**config.mk**
```make
export PLATFORM = sky130hd
export DESIGN_NAME = adc_trigger_capture
export DESIGN_NICKNAME = d
export VERILOG_FILES = /design/src/rtl/adc_trigger_capture.sv
export SDC_FILE = /design/constraint.sdc
export NUM_CORES = 1
export LEC_CHECK = 0
export CORE_MARGIN = 1.5
export CORE_UTILIZATION = 40
export CTS_CLUSTER_DIAMETER = 40
export DETAILED_ROUTE_END_ITERATION = 7
export PLACE_DENSITY = 0.63
export SLEW_MARGIN = 20
export SYNTH_ARGS = -nofsm -noshare
export SYNTH_HDL_FRONTEND = slang
export SYNTH_SLANG_ARGS = --single-unit
export TNS_END_PERCENT = 1
```
**constraint.sdc**
```tcl
create_clock -name clk_i -period 3.5 [get_ports clk_i]
set_clock_uncertainty 0.1 [all_clocks]
set_input_delay 0.875 -clock clk_i [delete_from_list [all_inputs] [get_ports clk_i]]
set_output_delay 0.875 -clock clk_i [all_outputs]
set_load 0.01 [all_outputs]
```
**src/rtl/adc_trigger_capture.sv**
```systemverilog
// Circular-buffer ADC capture with pre/post-trigger windows and level/slope/forced triggering.
// Write port is registered one cycle behind s_valid; no backpressure, every active s_valid sample is stored.
module adc_trigger_capture #(
    parameter int ADDR_W = 12,
    parameter int DATA_W = 12
) (
    input  logic              clk_i,
    input  logic              rst_n,
    input  logic              s_valid,
    input  logic [DATA_W-1:0] s_data,
    input  logic              s_otr,
    input  logic              arm,
    input  logic              abort,
    input  logic              force_trig,
    input  logic              trig_slope,
    input  logic [DATA_W-1:0] trig_level,
    input  logic [ADDR_W-1:0] pre_samples,
    input  logic [ADDR_W-1:0] post_samples,
    output logic              mem_we,
    output logic [ADDR_W-1:0] mem_addr,
    output logic [31:0]       mem_wdata,
    output logic              busy,
    output logic              triggered,
    output logic              done,
    output logic [ADDR_W-1:0] trig_addr,
    output logic [ADDR_W-1:0] start_addr
);

    localparam int PAD_W = 31 - DATA_W;

    typedef enum logic [2:0] {
        ST_IDLE,
        ST_PREFILL,
        ST_WAIT_TRIG,
        ST_POST,
        ST_DONE
    } state_t;

    state_t              r_state;
    logic [ADDR_W-1:0]   r_ptr;
    logic [ADDR_W-1:0]   r_cnt;
    logic [ADDR_W-1:0]   r_pre;
    logic [ADDR_W-1:0]   r_post;
    logic [DATA_W-1:0]   r_level;
    logic                r_slope;
    logic [DATA_W-1:0]   r_prev;
    logic                r_prev_vld;
    logic                r_mem_we;
    logic [ADDR_W-1:0]   r_mem_addr;
    logic [31:0]         r_mem_wdata;
    logic                r_busy;
    logic                r_triggered;
    logic                r_done;
    logic [ADDR_W-1:0]   r_trig_addr;
    logic [ADDR_W-1:0]   r_start_addr;

    logic                w_active;
    logic                w_wr;
    logic [ADDR_W-1:0]   w_post_eff;
    logic [ADDR_W-1:0]   w_cnt_inc;
    logic                w_rise;
    logic                w_fall;
    logic                w_hit;
    logic [31:0]         w_wdata;

    assign w_active   = (r_state == ST_PREFILL) || (r_state == ST_WAIT_TRIG) || (r_state == ST_POST);
    // arm/abort own the cycle they arrive in: the sample presented alongside them is not stored
    assign w_wr       = s_valid && w_active && !arm && !abort;
    assign w_post_eff = (r_post == '0) ? ADDR_W'(1) : r_post;
    assign w_cnt_inc  = r_cnt + ADDR_W'(1);
    assign w_rise     = (r_prev < r_level) && (s_data >= r_level);
    assign w_fall     = (r_prev > r_level) && (s_data <= r_level);
    assign w_hit      = force_trig || (r_prev_vld && (r_slope ? w_fall : w_rise));
    assign w_wdata    = {{PAD_W{1'b0}}, s_otr, s_data};

    always_ff @(posedge clk_i or negedge rst_n) begin
        if (!rst_n) begin
            r_state      <= ST_IDLE;
            r_ptr        <= '0;
            r_cnt        <= '0;
            r_pre        <= '0;
            r_post       <= '0;
            r_level      <= '0;
            r_slope      <= 1'b0;
            r_prev       <= '0;
            r_prev_vld   <= 1'b0;
            r_mem_we     <= 1'b0;
            r_mem_addr   <= '0;
            r_mem_wdata  <= '0;
            r_busy       <= 1'b0;
            r_triggered  <= 1'b0;
            r_done       <= 1'b0;
            r_trig_addr  <= '0;
            r_start_addr <= '0;
        end else begin
            r_mem_we <= w_wr;
            // done trails entry into DONE by one cycle so it never overlaps the final write strobe
            r_done   <= (r_state == ST_DONE) && !arm && !abort;

            if (w_wr) begin
                r_mem_addr  <= r_ptr;
                r_mem_wdata <= w_wdata;
                r_ptr       <= r_ptr + ADDR_W'(1);
                r_prev      <= s_data;
                r_prev_vld  <= 1'b1;
            end

            if (abort) begin
                r_state     <= ST_IDLE;
                r_busy      <= 1'b0;
                r_triggered <= 1'b0;
            end else if (arm) begin
                r_pre       <= pre_samples;
                r_post      <= post_samples;
                r_level     <= trig_level;
                r_slope     <= trig_slope;
                r_triggered <= 1'b0;
                r_prev_vld  <= 1'b0;
                r_cnt       <= '0;
                r_busy      <= 1'b1;
                r_state     <= (pre_samples == '0) ? ST_WAIT_TRIG : ST_PREFILL;
            end else if (w_wr) begin
                case (r_state)
                    ST_PREFILL: begin
                        if (w_cnt_inc == r_pre) begin
                            r_state <= ST_WAIT_TRIG;
                            r_cnt   <= '0;
                        end else begin
                            r_cnt <= w_cnt_inc;
                        end
                    end
                    ST_WAIT_TRIG: begin
                        if (w_hit) begin
                            r_trig_addr  <= r_ptr;
                            r_start_addr <= r_ptr - r_pre;
                            r_triggered  <= 1'b1;
                            r_cnt        <= ADDR_W'(1);
                            if (w_post_eff == ADDR_W'(1)) begin
                                r_state <= ST_DONE;
                                r_busy  <= 1'b0;
                            end else begin
                                r_state <= ST_POST;
                            end
                        end
                    end
                    ST_POST: begin
                        if (w_cnt_inc == w_post_eff) begin
                            r_state <= ST_DONE;
                            r_busy  <= 1'b0;
                        end else begin
                            r_cnt <= w_cnt_inc;
                        end
                    end
                    default: begin
                    end
                endcase
            end
        end
    end

    assign mem_we     = r_mem_we;
    assign mem_addr   = r_mem_addr;
    assign mem_wdata  = r_mem_wdata;
    assign busy       = r_busy;
    assign triggered  = r_triggered;
    assign done       = r_done;
    assign trig_addr  = r_trig_addr;
    assign start_addr = r_start_addr;

endmodule

```
# ---- Word-level counts from Yosys, hierarchy flattened
# Cells that the tools add are included.
dict set report op_classes {
  n_addsub 3
  n_mul 0
  div 0
  order_cmp 4
  n_eq_ne 13
  n_shift 0
  n_mux 32
  bitwise_logic 2
  reduce_logical 28
}
# cell n
set ops {}
lappend ops {{$mux 12} 6}
lappend ops {{$pmux 12 s3} 1}
lappend ops {{$add 12x1->12 const B} 2}
lappend ops {{$eq 12x12->1} 2}
lappend ops {{$logic_not 12->1} 2}
lappend ops {{$mux 3} 7}
lappend ops {{$reduce_and 5->1} 4}
lappend ops {{$mux 1} 15}
lappend ops {{$eq 12x1->1 const B} 1}
lappend ops {{$ge 12x12->1} 1}
lappend ops {{$gt 12x12->1} 1}
lappend ops {{$le 12x12->1} 1}
lappend ops {{$lt 12x12->1} 1}
lappend ops {{$ne 4x3->1 const B} 3}
lappend ops {{$sub 12x12->12} 1}
lappend ops {{$pmux 3 s3} 1}
lappend ops {{$reduce_bool 3->1} 3}
lappend ops {{$logic_and 1x1->1} 8}
lappend ops {{$reduce_bool 4->1} 2}
lappend ops {{$eq 3x2->1 const B} 2}
lappend ops {{$ne 3x3->1 const B} 2}
lappend ops {{$reduce_bool 5->1} 1}
lappend ops {{$ne 4x4->1 const B} 1}
lappend ops {{$eq 3x1->1 const B} 1}
lappend ops {{other kinds (9)} 13}
dict set report word_totals {
  register_bits 130
  latchBits 0
  ram_bits 0
  romBits 0
  wordCells 99
  n_memories 0
}

# ---- Logic depth before layout (Yosys ltp)
# Gate-level depths: netlist of the first run.
dict set report depth {
  depth_word 10
  ltp_mapped 13
  ltp_nobuf 12
}

# ---- Worst setup path after synthesis of the first run
# No wires, ideal clock.
dict set report synth_path {
  kind {input to register}
  from {in s_data[11]}
  to {reg r_cnt[6]}
  t_arrival_ps 3026
  required_time_ps 3290
  setup_slack_ps 264
  stages 9
  path_cell_list {ha_1 -> nand4_1 -> or4_1 -> and2_1 -> a22o_1 -> o31a_1 -> or2_1 -> buf_4 -> o41ai_1}
}
dict set report synth_via {
  elab_chain_len 7
  word_cells_on_any_way 9
  classes_between {order compare: 2; eq/ne: 1; mux: 1; reduce/logical: 5}
}
# item line_no
set synth_rtl {}
lappend synth_rtl {{from (decl)} 10} ;# input logic [DATA_W-1:0] s_data,
lappend synth_rtl {{$ge 12x12->1 or $le 12x12->1 (tied branches)} {71, 72}}
lappend synth_rtl {{$logic_and 1x1->1 (on tied branches)} {71, 72}}
lappend synth_rtl {{$mux 1 *} 73} ;# assign w_hit = force_trig || (r_prev_vld && (r_slope ? w_fall : w_rise));
lappend synth_rtl {{$logic_and 1x1->1 *} 73}
lappend synth_rtl {{$logic_or 1x1->1 *} 73}
lappend synth_rtl {{$ne 3x3->1 (no line) *} --}
lappend synth_rtl {{$reduce_and 5->1 (no line) *} --}
lappend synth_rtl {{to (signal assigned)} 129} ;# r_cnt <= w_cnt_inc;
lappend synth_rtl {{to (signal assigned)} 151} ;# r_cnt <= w_cnt_inc;
lappend synth_rtl {{to (decl)} 41} ;# logic [ADDR_W-1:0] r_cnt;
# Mark *: on every way between the ends. The rest lies on a longest branch, timed or not.
# A chain may end at the register's enable or synchronous reset.

# ---- Worst setup path after layout of the first run
dict set report layout_path {
  from {in s_data[11]}
  to {reg r_cnt[7]}
}
# Same word-level chain as after synthesis.

==> results of run 1 <==
-- cell usage after synthesis (all sizes together) (2+ instances only) --
master    n  area (um^2)
mux2     51          578
a31oi     4         25.0
nor2     25          101
and3      7         43.8
xor2     10         87.6
xnor2    39          342
o211ai    3         22.5
a2111o    2         22.5
and2      2         12.5
nand2b   11         68.8
nor4      7         50.1
o31a      2         17.5
o21ai    62          314
o41ai     6         52.6
nor2b     9         56.3
nand2    65          244
a21o      4         30.0
a21oi    19         95.1
o31ai    11         82.6
nand4     9         77.6
buf      32          225
o21a      4         30.0
or3       2         12.5
a211oi    3         22.5
or2       3         18.8
inv      35          131
dfrtp   118         2950
ha       37          463
nor3      9         50.1
a211o     4         37.5
nand3    19          100
clkbuf   15         57.6
-- power by group through the flow --
stage / clock network [mW] / logic, mW / registers (mW)
floorplan: 0 / 0.766 / 1.83
global placement: 0 / 1.35 / 1.83
finish: 1.65 / 1.38 / 1.81
CTS: 1.68 / 1.39 / 1.82
global route: 1.74 / 1.54 / 1.85
detailed placement: 0 / 1.38 / 1.84
-- path summary, 6_finish.rpt --
path | from | endpoint | slack, ns | depth (start not counted)
min in group asynchronous | rst_n | start_addr[10]$_DFFE_PN0P_ | 0.44 | 1
max in group asynchronous | rst_n | r_post[10]$_DFFE_PN0P_ | 2.05 | 2
worst max register to register | r_cnt[3]$_DFFE_PN0P_ | r_state[0]$_DFFE_PN0P_ | 0.18 | 11
worst max-delay path | s_data[11] | r_cnt[7]$_DFFE_PN0P_ | 0.14 | 9
worst min register to register | start_addr[9]$_DFFE_PN0P_ | start_addr[9]$_DFFE_PN0P_ | 0.38 | 2
worst min-delay path | start_addr[9]$_DFFE_PN0P_ | start_addr[9]$_DFFE_PN0P_ | 0.38 | 2
-- cell families (layout without fill, tap and decap cells) --
family | Yosys count | count (layout) | synth area share
xor gates and xnor gates | 50 | 50 | 0.0681
buffers and inverters | 82 | 199 | 0.0625
muxes | 52 | 52 | 0.0887
and+or+nand+nor | 172 | 172 | 0.131
other | 1 | 20 | 0.000566
DFF | 118 | 118 | 0.445
AOI/OAI and AO/OA | 135 | 135 | 0.129
adders and majority gates | 39 | 39 | 0.0744
-- flip-flops by register name, indices dropped and copies added (netlist names) --
signal / count
r_prev_vld: 1
r_cnt: 12
r_post: 12
start_addr: 12
mem_wdata: 2
mem_we: 1
r_pre: 12
r_slope: 1
busy: 1
r_level: 12
r_prev: 11
triggered: 1
trig_addr: 12
done: 1
r_state: 3
mem_addr: 12
r_ptr: 12
-- worst reg2reg max path, delay by kind of cell (launching register included) --
kind | cells | cell delay [ns]
compound gates | 4 | 0.79
buf+inv | 2 | 0.35
flops | 1 | 0.58
mux | 1 | 0.28
simple gates | 4 | 1.09
-- stage by stage --
| step | std cells | TNS [ns] |
|---|---|---|
| 3_5_place_dp | 968 | -11.49 |
| 4_1_cts | 1000 | 0 |
| 5_1_grt | 1000 | 0 |
| 2_1_floorplan | 667 | 0 |
| 3_3_place_gp | 968 | -10.16 |
| 6_report | 1001 | 0 |
-- routing by layer --
layer | track usage | vias up
li1 | - | 2490
met1 | 0.251 | 2575
met2 | 0.325 | 164
met3 | 0.0504 | 21
met4 | 0.0704 | 0
met5 | 0 | -
-- area by class of cell --
class / count / area share
timing repair buffer: 132 / 0.150
multi-input combinational: 467 / 0.391
sequential: 118 / 0.345
tap: 216 / 0.0316
inverter: 35 / 0.0153
clock buffer: 19 / 0.0517
antenna: 1 / 0.000292
clock inverter: 13 / 0.0148
-- what timing repair did --
action / in CTS / in global routing
setup endpoints to repair: 1 / 35
pin swaps: 0 / 1
gates resized for setup: 1 / 4
==> run metrics, run 1 <==
status=completed; CTS H-tree lvls=4; Final Power=4.84 mW; Synth Register Bits=118; CTS root buf=clkbuf_16; Switching Share=0.312; Slew headroom=0.492; Die Area=17400 um^2; fmax=297 MHz; crit end category=register; Hold-fix buffers, CTS=0; unrepaired setup endpoints after global routing=false; die height=132 um; Max Root-Sink Buffers=2; Final Cycle Share=0.961; postcts setup bufs=0; Netlist Area Pre-Place=6630 um^2; most common cell after layout, fill and taps aside=dfrtp_1; CP Class=input port to register; arrival time at the worst endpoint=3.56 ns; DR WL met2=8.03 mm; endpoints failing hold=0; initial cell density of the core=0.413; DRC=0; WL/cell=16.5 um; P_sw=1.51 mW; DP Area=7980 um^2; Worst-Margin Slew=0.762 ns; # nets final=865; met3 WL=961 um; crit start category=input port; Most used DFF post-synth=dfrtp_1; Register Area=2950 um^2; Sink Count=118; crit-path max FO=10; CP required=3.69 ns; vias per inst=5.24; area occupied by multi-input gates=3350 um^2; Max-cap violations=0; Syn Area/Cell=10.2 um^2; Post-Place Worst Slack=-0.444 ns; Clk Latency, worst-skew pair=0.42 ns; Ys Warns=0; Cell Chain, Critical Path=clkdlybuf4s50_1 > ha_1 > nand4_1 > or4_4 > and2_1 > a22o_1 > o31a_1 > or2_4 > o41ai_1; Comb power frac=0.286; Post-Syn Instances=649; number of flops mapped to enable cells by yosys=0; most frequent cells in the layout=118 x dfrtp_1, 107 x clkdlybuf4s50_1, 65 x nand2_1; Clock power frac=0.340; CP Buf/Inv Count=1; Die X=132 um; Num CTS Buffers=17; GRT Resource Usage Total=0.197; Flop pwr share=0.374; Layout area overhead=29.2%; DRT iter0 DRCs=393; Pins Over Slew Limit=0; largest net degree at the start of global routing=60; IO Port Bufs=108; Peak VDD IR=0.000367 V; register area share after synthesis=0.445; row count=46; Tmin final=3.36 ns; antenna viol nets, final=0; Post-synth ARST share=1.00; CTS tree=built; DR top layer=met4; number of antenna violations at the first check in global routing=0; GPL Wtd Cong=0.859; Synth cell types=67; First-pass DRT Iterations=5; final hold slack=0.377 ns; CP max-delay cell=or4_4; via count=5250; Pwr Density=566 nW/um^2; Detailed Route WL=16.5 mm; global-route wire length before repair=27.3 mm; io pins=128; worst min-delay path class=register to register; final worst slack=0.135 ns; CTS clk-pin slew, worst paths=0.06 ns; core area=16100 um^2; layout cells sized above 1=0.159; Int Power=3.33 mW; gr ovfl total=0; Final setup viols=0; delay-heaviest family, CP=simple AND/OR/NAND/NOR gates; vias in the first global route=5347; cell leakage power=3.74 nW; # fillers=1404; final instance area=8560 um^2; Post-Route Utilization=0.533; DP HPWL=12.5 mm; met1 wire length=7.25 mm; Slowest Stage Delay on Critical Path=0.56 ns
(Power assumes the default switching activity.)
==> run 2, diff against run 1 <==
--- a/config.mk
+++ b/config.mk
@@ -9,6 +9,7 @@
 export CORE_UTILIZATION = 40
 export CTS_CLUSTER_DIAMETER = 40
 export DETAILED_ROUTE_END_ITERATION = 7
+export GPL_TIMING_DRIVEN = 0
 export PLACE_DENSITY = 0.63
 export SLEW_MARGIN = 20
 export SYNTH_ARGS = -nofsm -noshare
==> constraint.sdc (replaced) <==
create_clock -name clk_i -period 4.3 [get_ports clk_i]
set_clock_uncertainty 0.1 [all_clocks]
set_input_delay 1.075 -clock clk_i [delete_from_list [all_inputs] [get_ports clk_i]]
set_output_delay 1.075 -clock clk_i [all_outputs]
set_load 0.01 [all_outputs]
==> run 2 against run 1 <==
Effect of this change:
- flip-flop and latch count unchanged
- sequential power down 19%
- wire length grew 3.2%
- sequential share of layout area is 0.40 points lower
- total power decreased by 16%
- final cell count is 2.0% higher
- first-iteration DRC count down 44%
- clock-buffer cell count grew 2
- non-clock buffer count is 23 higher
- largest cell class unchanged
- largest power group unchanged
- highest routed layer unchanged
==> run metrics, run 2 (synthesis gave the netlist of run 1 again) <==
status=completed; row count=46 (unchanged); arrival time at the worst endpoint=4.16 ns (+0.60 ns); Die Area=17400 um^2 (unchanged); worst min-delay path class=register to register; Register Area=2950 um^2 (unchanged); GPL Wtd Cong=0.890 (+3.6%); Max-cap violations=0 (unchanged); WL/cell=16.7 um (+1.2%); post-route setup TNS=0 ns (unchanged); CTS root buf=clkbuf_16; Max Root-Sink Buffers=2 (unchanged); unrepaired setup endpoints after global routing=false; gr ovfl total=0 (unchanged); Clk Latency, worst-skew pair=0.42 ns (about the same); fmax=253 MHz; vias in the first global route=5379 (+0.60%); crit-path max FO=19 (+9); CTS clk-pin slew, worst paths=0.05 ns (about the same); antenna viol nets, final=0 (unchanged); Pins Over Slew Limit=0 (unchanged); Pwr Density=468 nW/um^2 (-17%); Post-Place Worst Slack=-0.434 ns (+0.00964 ns); initial cell density of the core=0.413 (unchanged); CP Class=input port to register; Hold-fix buffers, CTS=0 (unchanged); DP HPWL=12.7 mm (+2.0%); # fillers=1410 (+0.43%); Worst-Margin Slew=0.824 ns (+0.0617 ns); IO Port Bufs=108 (unchanged); First-pass DRT Iterations=4 (-1); cell leakage power=3.82 nW (+2.3%); final hold slack=0.371 ns (-0.00645 ns); Die X=132 um (unchanged); io pins=128 (unchanged); Final Power=4.05 mW (-16%); GRT Resource Usage Total=0.204 (+0.00647); DRC=0 (unchanged); die height=132 um (unchanged); area occupied by multi-input gates=3330 um^2 (-0.67%); CP required=4.50 ns (+0.81 ns); most frequent cells in the layout=118 x dfrtp_1, 107 x clkdlybuf4s50_1, 65 x nand2_1; final worst slack=0.343 ns (+0.208 ns); Tmin final=3.96 ns; endpoints failing hold=0 (unchanged); DRT iter0 DRCs=220 (-44%); Detailed Route WL=17.0 mm (+3.2%); Slew headroom=0.451 (-0.0411); global-route wire length before repair=27.9 mm (+2.5%); CTS H-tree lvls=4 (unchanged); Worst Hold Path Cells=2 (unchanged); antenna cells=0 (-1); Final setup viols=0 (unchanged); number of antenna violations at the first check in global routing=0 (unchanged); core area=16100 um^2 (unchanged); Reg2Reg Depth=11 (unchanged); crit end category=register; via count=5241 (-0.17%); Sink Count=118 (unchanged); Final Cycle Share=0.920; Peak VDD IR=0.000269 V (-27%); crit start category=input port; most common cell after layout, fill and taps aside=dfrtp_1; # nets final=888 (+2.7%); largest net degree at the start of global routing=61 (+1.7%); Layout area overhead=30.7%; vias per inst=5.13 (-2.1%); Num CTS Buffers=17 (unchanged); layout cells sized above 1=0.157 (-0.00292); CTS tree=built
==> run 2: repair_timing <==
action / 4_1_cts / 5_1_grt
buffers inserted: 0 / 0
setup endpoints to repair: 3 / 2
resized for setup: 1 / 0
==> run 2: final timing paths <==
kind,from,endpoint,slack (ns)
max,s_data[1],trig_addr[2]$_DFFE_PN0P_,0.34
min,triggered$_DFFE_PN0P_,triggered$_DFFE_PN0P_,0.37
max reg2reg,r_cnt[1]$_DFFE_PN0P_,r_cnt[10]$_DFFE_PN0P_,0.91
min reg2reg,triggered$_DFFE_PN0P_,triggered$_DFFE_PN0P_,0.37
max in group asynchronous,rst_n,r_pre[10]$_DFFE_PN0P_,2.83
min in group asynchronous,rst_n,start_addr[8]$_DFFE_PN0P_,0.53
==> run 2: where the power goes <==
group | switching, mW | internal, mW
Combinational | 0.549 | 0.603
Clock | 0.504 | 0.931
Sequential | 0.165 | 1.30
==> run 2: routing by layer <==
layer | vias to the layer above | share of wire | global-route usage
li1 | 2523 | - | -
met1 | 2556 | 0.45 | 0.264
met2 | 129 | 0.47 | 0.326
met3 | 33 | 0.054 | 0.0584
met4 | 0 | 0.021 | 0.0728
met5 | - | 0 | 0
==> run 2: final cells by class <==
type                            count  share of cell area
Clock inverter                      9              0.0147
Clock buffer                       21              0.0532
Buffer                             46              0.0324
Sequential cell                   118               0.341
Tap cell                          216              0.0312
Timing Repair Buffer              109               0.128
Inverter                           35              0.0152
Multi-Input combinational cell    467               0.384
==> run 2: worst max-delay path: stages <==
cell and delay [ns]:
clkdlybuf4s50_1 0.43, ha_1 0.32, nor2b_1 0.13, o31ai_1 0.23, a211oi_1 0.11, o21ai_0 0.29
xnor2_1 0.21, a21oi_1 0.10, o211ai_1 0.35, clkbuf_2 0.51, mux2_2 0.39
==> run 2: stage by stage <==
step                      utilization  instance area [um^2]  std cells
after global routing            0.539                  8660       1021
after CTS                       0.540                  8670       1022
after global placement          0.501                  8050        991
final                           0.539                  8660       1021
after floorplan                     -                  6700        667
after detailed placement        0.503                  8080        992
==> run 3, diff against run 2 <==
--- a/config.mk
+++ b/config.mk
@@ -6,11 +6,11 @@
 export NUM_CORES = 1
 export LEC_CHECK = 0
 export CORE_MARGIN = 1.5
-export CORE_UTILIZATION = 40
+export CORE_UTILIZATION = 50
 export CTS_CLUSTER_DIAMETER = 40
 export DETAILED_ROUTE_END_ITERATION = 7
 export GPL_TIMING_DRIVEN = 0
-export PLACE_DENSITY = 0.63
+export PLACE_DENSITY = 0.76
 export SLEW_MARGIN = 20
 export SYNTH_ARGS = -nofsm -noshare
 export SYNTH_HDL_FRONTEND = slang
==> run 3 against run 2 <==
Effect of this change:
- first-iteration DRC count up 56%
- wire length is 0.45% higher
- maximum frequency decreased by 1.3%
- via count is 3.2% higher
- utilization up 14 points
- hold slack gained 0.0067 ns
- worst setup slack worse by 0.054 ns
- critical path type unchanged
==> run metrics, run 3 (synthesis gave the netlist of run 1 again) <==
status=completed; io pins=128 (unchanged); Max Root-Sink Buffers=2 (unchanged); most common cell after layout, fill and taps aside=dfrtp_1; Die X=118 um (-10%); global-route wire length before repair=28.3 mm (+1.3%); post-route setup TNS=0 ns (unchanged); antenna viol nets, final=0 (unchanged); Peak VDD IR=0.000313 V (+16%); # fillers=999 (-29%); Die Area=14000 um^2 (-20%); Layout area overhead=30.5%; gr ovfl total=0 (unchanged); IO Port Bufs=108 (unchanged); initial cell density of the core=0.519 (+0.106); CP Class=input port to register; Max-cap violations=0 (unchanged); crit start category=input port; most frequent cells in the layout=118 x dfrtp_1, 107 x clkdlybuf4s50_1, 65 x nand2_1; crit-path max FO=10 (-9); row count=41 (-11%); Post-Route Utilization=0.677 (+0.138); worst min-delay path class=register to register; number of antenna violations at the first check in global routing=0 (unchanged); Pwr Density=478 nW/um^2 (+2.2%); unrepaired setup endpoints after global routing=false; antenna cells=0 (unchanged); CTS root buf=clkbuf_16; # nets final=889 (+0.11%); First-pass DRT Iterations=4 (unchanged); Detailed Route WL=17.1 mm (+0.45%); CTS tree=built; Tmin final=4.01 ns (+0.0539 ns); DRT iter0 DRCs=343 (+56%); core area=12800 um^2 (-20%); Slew headroom=0.485 (+0.0349); CTS clk-pin slew, worst paths=0.06 ns (about the same); final instance area=8650 um^2 (-0.14%); Pins Over Slew Limit=0 (unchanged); fmax=249 MHz (-1.3%); die height=118 um (-10%); CTS H-tree lvls=4 (unchanged); Clk Latency, worst-skew pair=0.42 ns (about the same); vias per inst=5.52 (+7.5%); vias in the first global route=5613 (+4.4%); GRT Resource Usage Total=0.256 (+0.0526); final hold slack=0.377 ns (+0.00669 ns); largest net degree at the start of global routing=77 (+26%); arrival time at the worst endpoint=4.19 ns (+0.03 ns); Num CTS Buffers=17 (unchanged); crit end category=register; endpoints failing hold=0 (unchanged); Resize count post-CTS=0 (-1); Worst-Margin Slew=0.772 ns (-0.0523 ns); CP required=4.48 ns (-0.02 ns); GPL Wtd Cong=0.886 (-0.40%); DP HPWL=12.5 mm (-1.5%); Final Cycle Share=0.933 (+0.0125); postcts setup bufs=0 (unchanged); DP Area=8020 um^2 (-0.68%); Hold-fix buffers, CTS=0 (unchanged); DRC=0 (unchanged); via count=5409 (+3.2%); layout cells sized above 1=0.161 (+0.00437); cell leakage power=3.84 nW (+0.53%); WL/cell=17.4 um (+4.7%); Final setup viols=0 (unchanged); Sink Count=118 (unchanged)
==> run 3: cell types whose count changed in the layout (fill, tap and decap cells not counted), sizes merged <==
| cell | before | now |
|---|---|---|
| bufinv | 3 | 4 |
| clkbuf | 35 | 32 |
| clkinv | 3 | 5 |
| inv | 35 | 38 |
==> run 3: where the power goes <==
| group | internal [mW] | switching, mW | total, mW | leakage [nW] |
|---|---|---|---|---|
| sequential | 1.30 | 0.166 | 1.47 | 1.52 |
| combinational | 0.605 | 0.561 | 1.17 | 2.02 |
| clock | 0.971 | 0.533 | 1.50 | 0.300 |
| total | 2.88 | 1.26 | 4.14 | 3.84 |
==> run 3: per-stage QoR <==
| stage | std cells | power, mW | setup WS, ns |
|---|---|---|---|
| finish | 980 | 4.14 | 0.289 |
| global route | 980 | 4.35 | 0.0316 |
| CTS | 980 | 4.16 | 0.0783 |
| detailed placement | 948 | 2.63 | -0.336 |
| global placement | 947 | 2.58 | -2.49 |
| floorplan | 667 | 2.11 | 0.864 |
==> run 3: final cells by class <==
class                           instances  area, um^2  area share
Clock inverter                         15         201      0.0233
Multi-Input combinational cell        467        3330       0.385
Buffer                                 47         284      0.0328
Tap cell                              172         215      0.0249
Inverter                               35         131      0.0152
Sequential cell                       118        2950       0.341
Clock buffer                           17         425      0.0492
Timing Repair Buffer                  109        1110       0.128
==> run 3: final timing paths <==
kind	end	cells past startpoint	slack, ns	from
min	start_addr[10]$_DFFE_PN0P_	2	0.38	start_addr[10]$_DFFE_PN0P_
max reg2reg	start_addr[1]$_DFFE_PN0P_	12	0.90	r_level[1]$_DFFE_PN0P_
max in group asynchronous	r_prev[6]$_DFFE_PN0P_	2	2.92	rst_n
max	start_addr[1]$_DFFE_PN0P_	12	0.29	s_data[1]
min in group asynchronous	start_addr[8]$_DFFE_PN0P_	1	0.48	rst_n
min reg2reg	start_addr[10]$_DFFE_PN0P_	2	0.38	start_addr[10]$_DFFE_PN0P_
==> run 3: critical path, cell delays in order <==
cell and delay [ns]:
clkdlybuf4s50_1 0.42, ha_1 0.31, nor2b_1 0.13, o31ai_1 0.25
a211oi_1 0.11, o21ai_0 0.27, xnor2_1 0.20, a21oi_1 0.10
o211ai_1 0.32, clkbuf_2 0.35, clkbuf_1 0.46, o21ai_0 0.17
==> run 3: routing by layer <==
| layer | global-route usage | vias to the layer above | routed length [um] |
|---|---|---|---|
| met4 | 0.0983 | 0 | 393 |
| li1 | - | 2545 | - |
| met5 | 0 | - | 0 |
| met1 | 0.331 | 2628 | 7300 |
| met3 | 0.0666 | 34 | 1070 |
| met2 | 0.413 | 202 | 8320 |
